### config.mk
export PLATFORM = sky130hd
export DESIGN_NAME = gf2m_reduce_seq_flat
export DESIGN_NICKNAME = d
export VERILOG_FILES = /design/src/rtl/gf2m_pkg.sv /design/src/rtl/gf2m_reduce_seq_if.sv /design/src/rtl/gf2m_fold.sv /design/src/rtl/gf2m_reduce_seq.sv /design/src/flat_wrapper.sv
export SDC_FILE = /design/constraint.sdc
export NUM_CORES = 1
export LEC_CHECK = 0
export ABC_AREA = 1
export BUFFER_PORTS_ARGS = -buffer_cell sky130_fd_sc_hd__buf_2
export CAP_MARGIN = 20
export CORE_AREA = 2 2 279 281
export DETAILED_ROUTE_END_ITERATION = 8
export DIE_AREA = 0 0 281 283
export GPL_ROUTABILITY_DRIVEN = 0
export PLACE_DENSITY = 0.75
export SLEW_MARGIN = 0
export SYNTH_ARGS = -nofsm -noshare
export SYNTH_HDL_FRONTEND = slang
export SYNTH_SLANG_ARGS = --single-unit
### constraint.sdc
create_clock -name clk -period 2.1 [get_ports clk]
set_input_delay 0.315 -clock clk [delete_from_list [all_inputs] [get_ports clk]]
set_output_delay 0.315 -clock clk [all_outputs]
set_load 0.05 [all_outputs]
### src/rtl/gf2m_pkg.sv
// ---------------------------------------------------------------------------
// gf2m_pkg
// Purpose : shared constants for the GF(2^M) datapath (default B/K-233,
//           f(x) = x^233 + x^74 + 1) and the reduction FSM state type.
//           The multiplier top uses the same constants for width checks.
// Ports   : none (package).
// ---------------------------------------------------------------------------
package gf2m_pkg;

    localparam int unsigned M  = 233;        // field degree
    localparam int unsigned K  = 74;         // trinomial middle term, 1 <= K <= (M-1)/2
    localparam int unsigned PW = 2 * M - 1;  // unreduced product width

    typedef enum logic [1:0] {
        StIdle = 2'd0,
        StFold = 2'd1,
        StHold = 2'd2
    } red_state_e;

endpackage

### src/rtl/gf2m_reduce_seq_if.sv
// ---------------------------------------------------------------------------
// gf2m_reduce_seq_if
// Purpose : handshake bundle between the multiplier, the reduction stage and
//           its consumer.
// Signals : in_valid/in_ready/in_prod   product input handshake
//           out_valid/out_ready/out_res result output handshake
//           fold_cnt                    folds used for current/last result
//           busy                        reducer not idle
// Modports: master drives products and out_ready; slave is the reducer.
// ---------------------------------------------------------------------------
interface gf2m_reduce_seq_if #(
    parameter int unsigned M = gf2m_pkg::M
);
    localparam int unsigned PW = 2 * M - 1;

    logic          in_valid;
    logic          in_ready;
    logic [PW-1:0] in_prod;
    logic          out_valid;
    logic          out_ready;
    logic [M-1:0]  out_res;
    logic [1:0]    fold_cnt;
    logic          busy;

    modport master (
        output in_valid, in_prod, out_ready,
        input  in_ready, out_valid, out_res, fold_cnt, busy
    );

    modport slave (
        input  in_valid, in_prod, out_ready,
        output in_ready, out_valid, out_res, fold_cnt, busy
    );

endinterface

### src/rtl/gf2m_fold.sv
// ---------------------------------------------------------------------------
// gf2m_fold
// Purpose : one combinational fold of a GF(2)[x] polynomial modulo the
//           trinomial x^M + x^K + 1, using x^M == x^K + 1:
//             out = lo ^ hi ^ (hi << K), hi = in[PW-1:M], lo = in[M-1:0]
// Ports   : i_acc   [PW-1:0] polynomial to fold
//           o_acc   [PW-1:0] folded polynomial
//           o_hi_nz          any coefficient at or above x^M is set
// ---------------------------------------------------------------------------
module gf2m_fold #(
    parameter int unsigned M = 233,
    parameter int unsigned K = 74
) (
    input  logic [2*M-2:0] i_acc,
    output logic [2*M-2:0] o_acc,
    output logic           o_hi_nz
);
    localparam int unsigned PW = 2 * M - 1;

    logic [M-2:0]  w_hi;
    logic [PW-1:0] w_lo_ext;
    logic [PW-1:0] w_hi_ext;

    assign w_hi     = i_acc[PW-1:M];
    assign w_lo_ext = {{(M-1){1'b0}}, i_acc[M-1:0]};
    assign w_hi_ext = {{M{1'b0}}, w_hi};

    // hi << K reaches degree M-2+K < PW, so nothing falls off the top.
    assign o_acc   = w_lo_ext ^ w_hi_ext ^ (w_hi_ext << K);
    assign o_hi_nz = |w_hi;

endmodule

### src/rtl/gf2m_reduce_seq.sv
// ---------------------------------------------------------------------------
// gf2m_reduce_seq
// Purpose : sequential reduction of an unreduced 2M-1 bit GF(2)[x] product
//           modulo x^M + x^K + 1, one fold per clock, result returned over a
//           valid/ready handshake.
// Ports   : clk    rising-edge clock
//           rst_n  asynchronous active-low reset; aborts any in-flight product
//           bus    gf2m_reduce_seq_if.slave (product in, result out, debug)
// ---------------------------------------------------------------------------
module gf2m_reduce_seq
    import gf2m_pkg::*;
#(
    parameter int unsigned M = gf2m_pkg::M,
    parameter int unsigned K = gf2m_pkg::K
) (
    input  logic              clk,
    input  logic              rst_n,
    gf2m_reduce_seq_if.slave  bus
);
    localparam int unsigned PW = 2 * M - 1;

    red_state_e    r_state;
    red_state_e    w_state_d;
    logic [PW-1:0] r_acc;
    logic [PW-1:0] w_acc_d;
    logic [M-1:0]  r_res;
    logic [M-1:0]  w_res_d;
    logic [1:0]    r_fold_cnt;
    logic [1:0]    w_fold_cnt_d;
    logic [PW-1:0] w_fold_acc;
    logic          w_hi_nz;

    gf2m_fold #(
        .M (M),
        .K (K)
    ) u_fold (
        .i_acc   (r_acc),
        .o_acc   (w_fold_acc),
        .o_hi_nz (w_hi_nz)
    );

    always_ff @(posedge clk or negedge rst_n) begin
        if (!rst_n) begin
            r_state    <= StIdle;
            r_acc      <= '0;
            r_res      <= '0;
            r_fold_cnt <= '0;
        end else begin
            r_state    <= w_state_d;
            r_acc      <= w_acc_d;
            r_res      <= w_res_d;
            r_fold_cnt <= w_fold_cnt_d;
        end
    end

    always_comb begin
        w_state_d    = r_state;
        w_acc_d      = r_acc;
        w_res_d      = r_res;
        w_fold_cnt_d = r_fold_cnt;
        unique case (r_state)
            StIdle: begin
                // in_ready is implied by being in StIdle
                if (bus.in_valid) begin
                    w_acc_d      = bus.in_prod;
                    w_fold_cnt_d = '0;
                    w_state_d    = StFold;
                end
            end
            StFold: begin
                if (w_hi_nz) begin
                    w_acc_d      = w_fold_acc;
                    w_fold_cnt_d = r_fold_cnt + 2'd1;
                end else begin
                    w_res_d   = r_acc[M-1:0];
                    w_state_d = StHold;
                end
            end
            StHold: begin
                if (bus.out_ready) begin
                    w_state_d = StIdle;
                end
            end
            default: begin
                w_state_d = StIdle;
            end
        endcase
    end

    assign bus.in_ready  = (r_state == StIdle);
    assign bus.out_valid = (r_state == StHold);
    assign bus.busy      = (r_state != StIdle);
    assign bus.out_res   = r_res;
    assign bus.fold_cnt  = r_fold_cnt;

endmodule

### src/flat_wrapper.sv
// flat-port wrapper written by rule: the top's interface ports become plain ports
module gf2m_reduce_seq_flat import gf2m_pkg::*;
#(
    parameter int unsigned M = gf2m_pkg::M,
    parameter int unsigned K = gf2m_pkg::K
)
  (clk, rst_n, bus_in_valid, bus_in_prod, bus_out_ready, bus_in_ready, bus_out_valid, bus_out_res, bus_fold_cnt, bus_busy);
  gf2m_reduce_seq_if #(.M(M)) bus_i ();
  input  logic clk;
  input  logic rst_n;
  input wire logic [$bits(bus_i.in_valid)-1:0] bus_in_valid;
  input wire logic [$bits(bus_i.in_prod)-1:0] bus_in_prod;
  input wire logic [$bits(bus_i.out_ready)-1:0] bus_out_ready;
  output wire logic [$bits(bus_i.in_ready)-1:0] bus_in_ready;
  output wire logic [$bits(bus_i.out_valid)-1:0] bus_out_valid;
  output wire logic [$bits(bus_i.out_res)-1:0] bus_out_res;
  output wire logic [$bits(bus_i.fold_cnt)-1:0] bus_fold_cnt;
  output wire logic [$bits(bus_i.busy)-1:0] bus_busy;
  assign bus_i.in_valid = bus_in_valid;
  assign bus_i.in_prod = bus_in_prod;
  assign bus_i.out_ready = bus_out_ready;
  assign bus_in_ready = bus_i.in_ready;
  assign bus_out_valid = bus_i.out_valid;
  assign bus_out_res = bus_i.out_res;
  assign bus_fold_cnt = bus_i.fold_cnt;
  assign bus_busy = bus_i.busy;
  gf2m_reduce_seq #(.M(M), .K(K)) u_core (.clk(clk), .rst_n(rst_n), .bus(bus_i));
endmodule
==> Word-level counts from Yosys, hierarchy flattened <==
Cells that the tools add are included.
{ "op_classes": {"add_sub_neg": 1, "eq_ne": 6, "mux": 10, "n_bitwise": 3, "reduce_logical": 7} }
{ "op_table": {"columns": ["op", "n"], "rows": [
  ["2-to-1 mux 465 bit", 2],
  ["case mux 465 bit (2 select lines)", 1],
  ["XOR 465 x 306 -> 465 bit", 1],
  ["XOR 233 x 232 -> 233 bit", 1],
  ["OR reduction 232 bit", 1],
  ["2-to-1 mux 2 bit", 5],
  ["!= test 2 bit, second input constant", 4],
  ["case mux 2 bit (3 select lines)", 1],
  ["AND reduction 3 bit", 2],
  ["case mux 2 bit (2 select lines)", 1],
  ["nonzero test 2 bit", 2],
  ["adder 2 x 1 -> 2 bit, second input constant", 1],
  ["== test 2 x 1 -> 1 bit, second input constant", 1],
  ["== test 2 bit, second input constant", 1],
  ["logical NOT 2 bit", 1],
  ["AND reduction 2 bit", 1],
  ["NOT 1 bit", 1]
]} }
{ "word_totals": {"regBits": 702, "inputBits": 469, "out_inout_bits": 238, "elab_cells": 31} }

==> Longest topological paths before layout <==
{ "logic_depth": {"ltp_word": 4, "depth_mapped": 15} }

==> Cells and area by module <==
Synthesis repeated with hierarchy kept, for this count alone.
{ "hier_totals": {"hier_cells": 5381, "hier_area_um2": 38904.8} }
{ "by_module_without_submodules": {"columns": ["module", "instances", "cells_per_inst", "area_per_inst_um2", "seq_area_each_um2"], "rows": [
  ["gf2m_reduce_seq", 1, 4521, 32845.3, 17566.8],
  ["gf2m_fold", 1, 860, 6059.6, 0.0]
]} }

==> Worst setup path before layout <==
No wires, ideal clock.
{ "synth_path": {"path_type": "register to register", "from": "register u_core.r_state[1]", "to": "register u_core.r_acc[454]", "setup_ps": 66, "t_arrival_ps": 2337, "slack_ps": -303, "path_stages_with_launch": 8, "path_cell_list": "dfrtp_1 -> nor2_1 -> nand2_1 -> clkinv_1 -> clkbuf_1 -> clkbuf_1 -> nand2_1 -> nand2_1"} }
{ "synth_via": {"elab_chain_cells": 3, "word_cells_on_any_way": 7, "classes_between": "eq/ne: 3; mux: 1; reduce/logical: 3"} }
{ "synth_lines": {"columns": ["item", "line", "rtl"], "rows": [
  ["start, declared", "gf2m_reduce_seq.sv:22", "red_state_e r_state;"],
  ["start signal, assigned", "gf2m_reduce_seq.sv:44", "r_state <= StIdle;"],
  ["start signal, assigned", "gf2m_reduce_seq.sv:49", "r_state <= w_state_d;"],
  ["logical NOT 2 bit *", null, null],
  ["named net bus_in_ready", "flat_wrapper.sv:14", "output wire logic [$bits(bus_i.in_ready)-1:0] bus_in_ready;"],
  ["!= test 2 bit (no source line) / nonzero test 2 bit (equally long branches)", null, null],
  ["AND reduction 3 bit (no source line)", null, null],
  ["end signal, assigned", "gf2m_reduce_seq.sv:50", "r_acc <= w_acc_d;"],
  ["end, declared", "gf2m_reduce_seq.sv:24", "logic [PW-1:0] r_acc;"]
]} }
Mark *: on every way through the listed nets, which the timed path passes. The rest lies on a longest branch.
A chain may end at the register's enable or synchronous reset.

==> Worst setup path after layout <==
{ "layout_path": {"from": "register u_core.r_acc[408]", "to": "register u_core.r_acc[264]"} }
{ "layout_via": {"elab_chain_cells": 3} }
{ "layout_lines": {"columns": ["item", "line", "rtl"], "rows": [
  ["OR reduction 232 bit", "gf2m_fold.sv:30", "assign o_hi_nz = |w_hi;"],
  ["!= test 2 bit (no source line)", null, null],
  ["AND reduction 3 bit (no source line)", null, null]
]} }
No other way between the ends.

==> results.cfg <==
[run_status]
outcome = finished, violations left
violations = setup timing

[critical_path]
cp-startpoint = u_core.r_acc[408]$_DFFE_PN0P_
cp_slowest_cell = dfrtp_1
ff2ff_path_depth = 14
cp.depth = 14
required_ns = 2.64
timing.rr.start = u_core.r_acc[408]$_DFFE_PN0P_
cp_max_fo = 10
cp.arrival_ns = 2.98
crit_buf_inv = 3
crit_chain = nor2_1 -> nand3_1 -> nor2_2 -> nand2_2 -> nor2_2 -> nand2_1 -> nor2_4 -> nand2_4 -> nand2_8 -> buf_12 -> clkbuf_16 -> clkbuf_16 -> nand3_1 -> nand2_1
cpPeakStageDelay_ns = 0.40
crit_type = reg2reg
cp_top_family = simple AND/OR/NAND/NOR gates
reg2reg_slack_ns = -0.34
rr_endpoint = u_core.r_acc[264]$_DFFE_PN0P_
cp-start-kind = register
endpoint = u_core.r_acc[264]$_DFFE_PN0P_
endpoint_kind = register

[power_and_ir_drop]
internal-power_mw = 30.9
p_comb_share_pct = 29.7
powerDensity_mw_per_mm2 = 925
p_leak_nw = 27.0
pwr-share-seq_pct = 40.0
ir_drop_mv = 0.654
power.share.clock_pct = 30.4
swShare_pct = 34.2
p_sw_mw = 16.0

[route]
via_per_inst = 5.65
vias = 38300
firstDrtPassIters = 7
post_drt_wl_per_cell_um = 22.0
drc = 0
routed_wl_mm = 149
drt_iter0_markers = 5038
ant_nets = 0

[finish]
finalNetCount = 6144
syn_to_final_growth_pct = 45.2
n_fill_cell = 5648
fin_util_pct = 66.2
drive_above_1_share_pct = 28.2
final_cell_count_no_fill = 6777

[sta]
rsz0062_at_grt = yes
skew_ns = 0.0349
maxSlewViolCount = 0
finalWorstSetupSlack_ns = -0.339
holdWs_ns = 0.0173
tightest_slew_ns = 0.790
report.final.setup_viol = 702
relSlewSlack_pct = 47.3
fin_crit_ns = 2.44
hold_viol = 0
fin_crit_sh_pct = 116
fmax_mhz = 410

[clocking]
clk_pin_slew_ns = 0.06
clock-sinks = 702
tritoncts = yes
cts_buffers = 76
cts.path.max_buffers = 3
cts-root-buf = clkbuf_16
htree_levels = 3
insertion_delay_ns = 0.63

[global_routing]
grtUsageTotal_pct = 32.3
grt_pass1_wl_mm = 200
grt_max_degree = 107
gr-total-overflow = 0
grt_pass1_vias = 35600
antenna_found_initial = 5

[die]
dieHeight_um = 283
initial_core_util_pct = 45.6
die_area_mm2 = 0.0795
rows = 102
io_pins = 707
die-width_um = 281
core_mm2 = 0.0767

[placement]
port_buffers = 706
dp_hpwl_mm = 89.8
placedCellCount = 6313

[worst_hold_path]
hold_start = bus_in_prod[97]
worst_hold_path_type = in2reg

[logic_synthesis]
synth_cells = 4480
yosysSeqAreaShare_pct = 50.2
yosysUniqueCellTypes = 20
ys_warn_count = 0
avgSynthCellArea_um2 = 7.80
ys_seq_elements = 702
synthesis.nets = 4949
synthesis.area_mm2 = 0.0350

[run]
cap_violations = 0
==> worst reg2reg max path: cells and delay by family (launching register included) <==
family        cells  cell delay (ns)
buf+inv           3             0.54
simple gates     11             1.42
flops             1             0.40
==> layer usage <==
metal,part of all wire (%),vias up,GRT usage [%]
met1,36,18100,41.8
met5,0.033,-,0
met2,45,2832,50.7
li1,-,16600,-
met4,7.4,8,19.3
met3,11,681,5.81
==> cells by family (layout without fill, tap and decap cells) <==
group                  count (synthesis)  in the layout  share of synthesized area (%)
AO/OA/AOI/OAI                        306            306                           4.90
XOR/XNOR                             319            319                           7.99
buffers and inverters                376           1631                           5.02
flip-flops                           702            702                           50.2
other                                  0              1                              0
AND/OR/NAND/NOR                     2777           2778                           31.8
==> sequential cells by signal, indices dropped and copies added (netlist names) <==
register and count:
u_core.bus.fold_cnt 2, u_core.bus.out_res 233, u_core.r_acc 465, u_core.r_state 2
==> area by class of cell <==
cell class                 count  area, um^2  share of cell area (%)
sequential                   702       17600                    34.6
multi-input combinational   3403       17100                    33.6
timing repair buffer        1394       11800                    23.2
clock buffer                 106        2210                    4.35
tap                         1040        1300                    2.56
clock inverter                33         414                   0.816
inverter                      97         403                   0.794
timing repair inverter         1        16.3                  0.0320
antenna                        1        2.50                 0.00493
==> stage by stage <==
stage          TNS, ns  worst slack [ns]  cell area, um^2  power, mW
3_5_place_dp   -380.97            -0.654            42000       29.6
3_3_place_gp   -386.75            -0.636            42000       29.1
6_report       -159.76            -0.339            50800       46.9
5_1_grt        -219.97            -0.416            50800       49.0
2_1_floorplan        0            0.0125            35000       25.8
4_1_cts        -124.64            -0.241            47100       44.3
==> cells in the mapped netlist (all sizes together) <==
library cell	number	area share, %
buf	142	2.5
clkbuf	137	1.5
clkinv	1	0.011
dfrtp	702	50
inv	96	1.0
nand2	2076	22
nand3	551	7.9
nand4	4	0.072
nor2	146	1.6
o211ai	73	1.6
o21ai	233	3.3
xnor2	234	5.9
xor2	85	2.1
==> worst min-delay path by stage <==
stage	end	slack, ns	cells past startpoint
floorplan	u_core.bus.fold_cnt[0]$_DFFE_PN0P_	0.02	0
global placement	u_core.r_acc[412]$_DFFE_PN0P_	0.25	1
detailed placement	u_core.r_acc[412]$_DFFE_PN0P_	0.25	1
CTS	u_core.r_acc[144]$_DFFE_PN0P_	0.0001	5
global route	u_core.r_acc[61]$_DFFE_PN0P_	0.03	5
finish	u_core.r_acc[97]$_DFFE_PN0P_	0.02	5
==> placed cells by master, fill, tap and decap left out, types with 2 or more instances in the layout <==
cell type      instances
nor2_2                19
inv_1                 93
xor2_1                85
clkinv_2              18
buf_2                705
nor2_4                13
nand3_2               42
nand3_1              502
nand2_8                3
nand4_1                4
nand2_1             1856
dlygate4sd3_1        207
buf_16                26
clkbuf_16            141
inv_8                  2
nand2_2              137
buf_4                300
buf_8                 12
clkinvlp_4             2
buf_6                 20
nand2_4               81
clkbuf_1              13
nand3_4                7
nor2_1               114
o21ai_1                4
o21ai_0              229
clkbuf_8              15
inv_6                  2
clkinv_8               4
buf_12                61
o211ai_1              73
dfrtp_1              702
xnor2_1              234
bufinv_16              8
==> power by group through the flow <==
stage | Sequential, mW | Clock [mW] | Combinational [mW]
after global routing | 19.0 | 14.8 | 15.1
final | 18.8 | 14.3 | 13.9
after detailed placement | 18.7 | 0 | 10.9
after CTS | 18.5 | 14.3 | 11.5
after floorplan | 18.3 | 0 | 7.44
after global placement | 18.6 | 0 | 10.5
==> timing repair <==
action / 4_1_cts / 5_1_grt
buffers inserted: 7 / 23
hold endpoints to repair: 676 / 0
hold buffers: 207 / 0
setup endpoints to repair: 702 / 702
pin swaps: 5 / 99
gates resized for setup: 49 / 438
cloned: 6 / 84
Note: power is estimated with default switching activity, not from simulation.
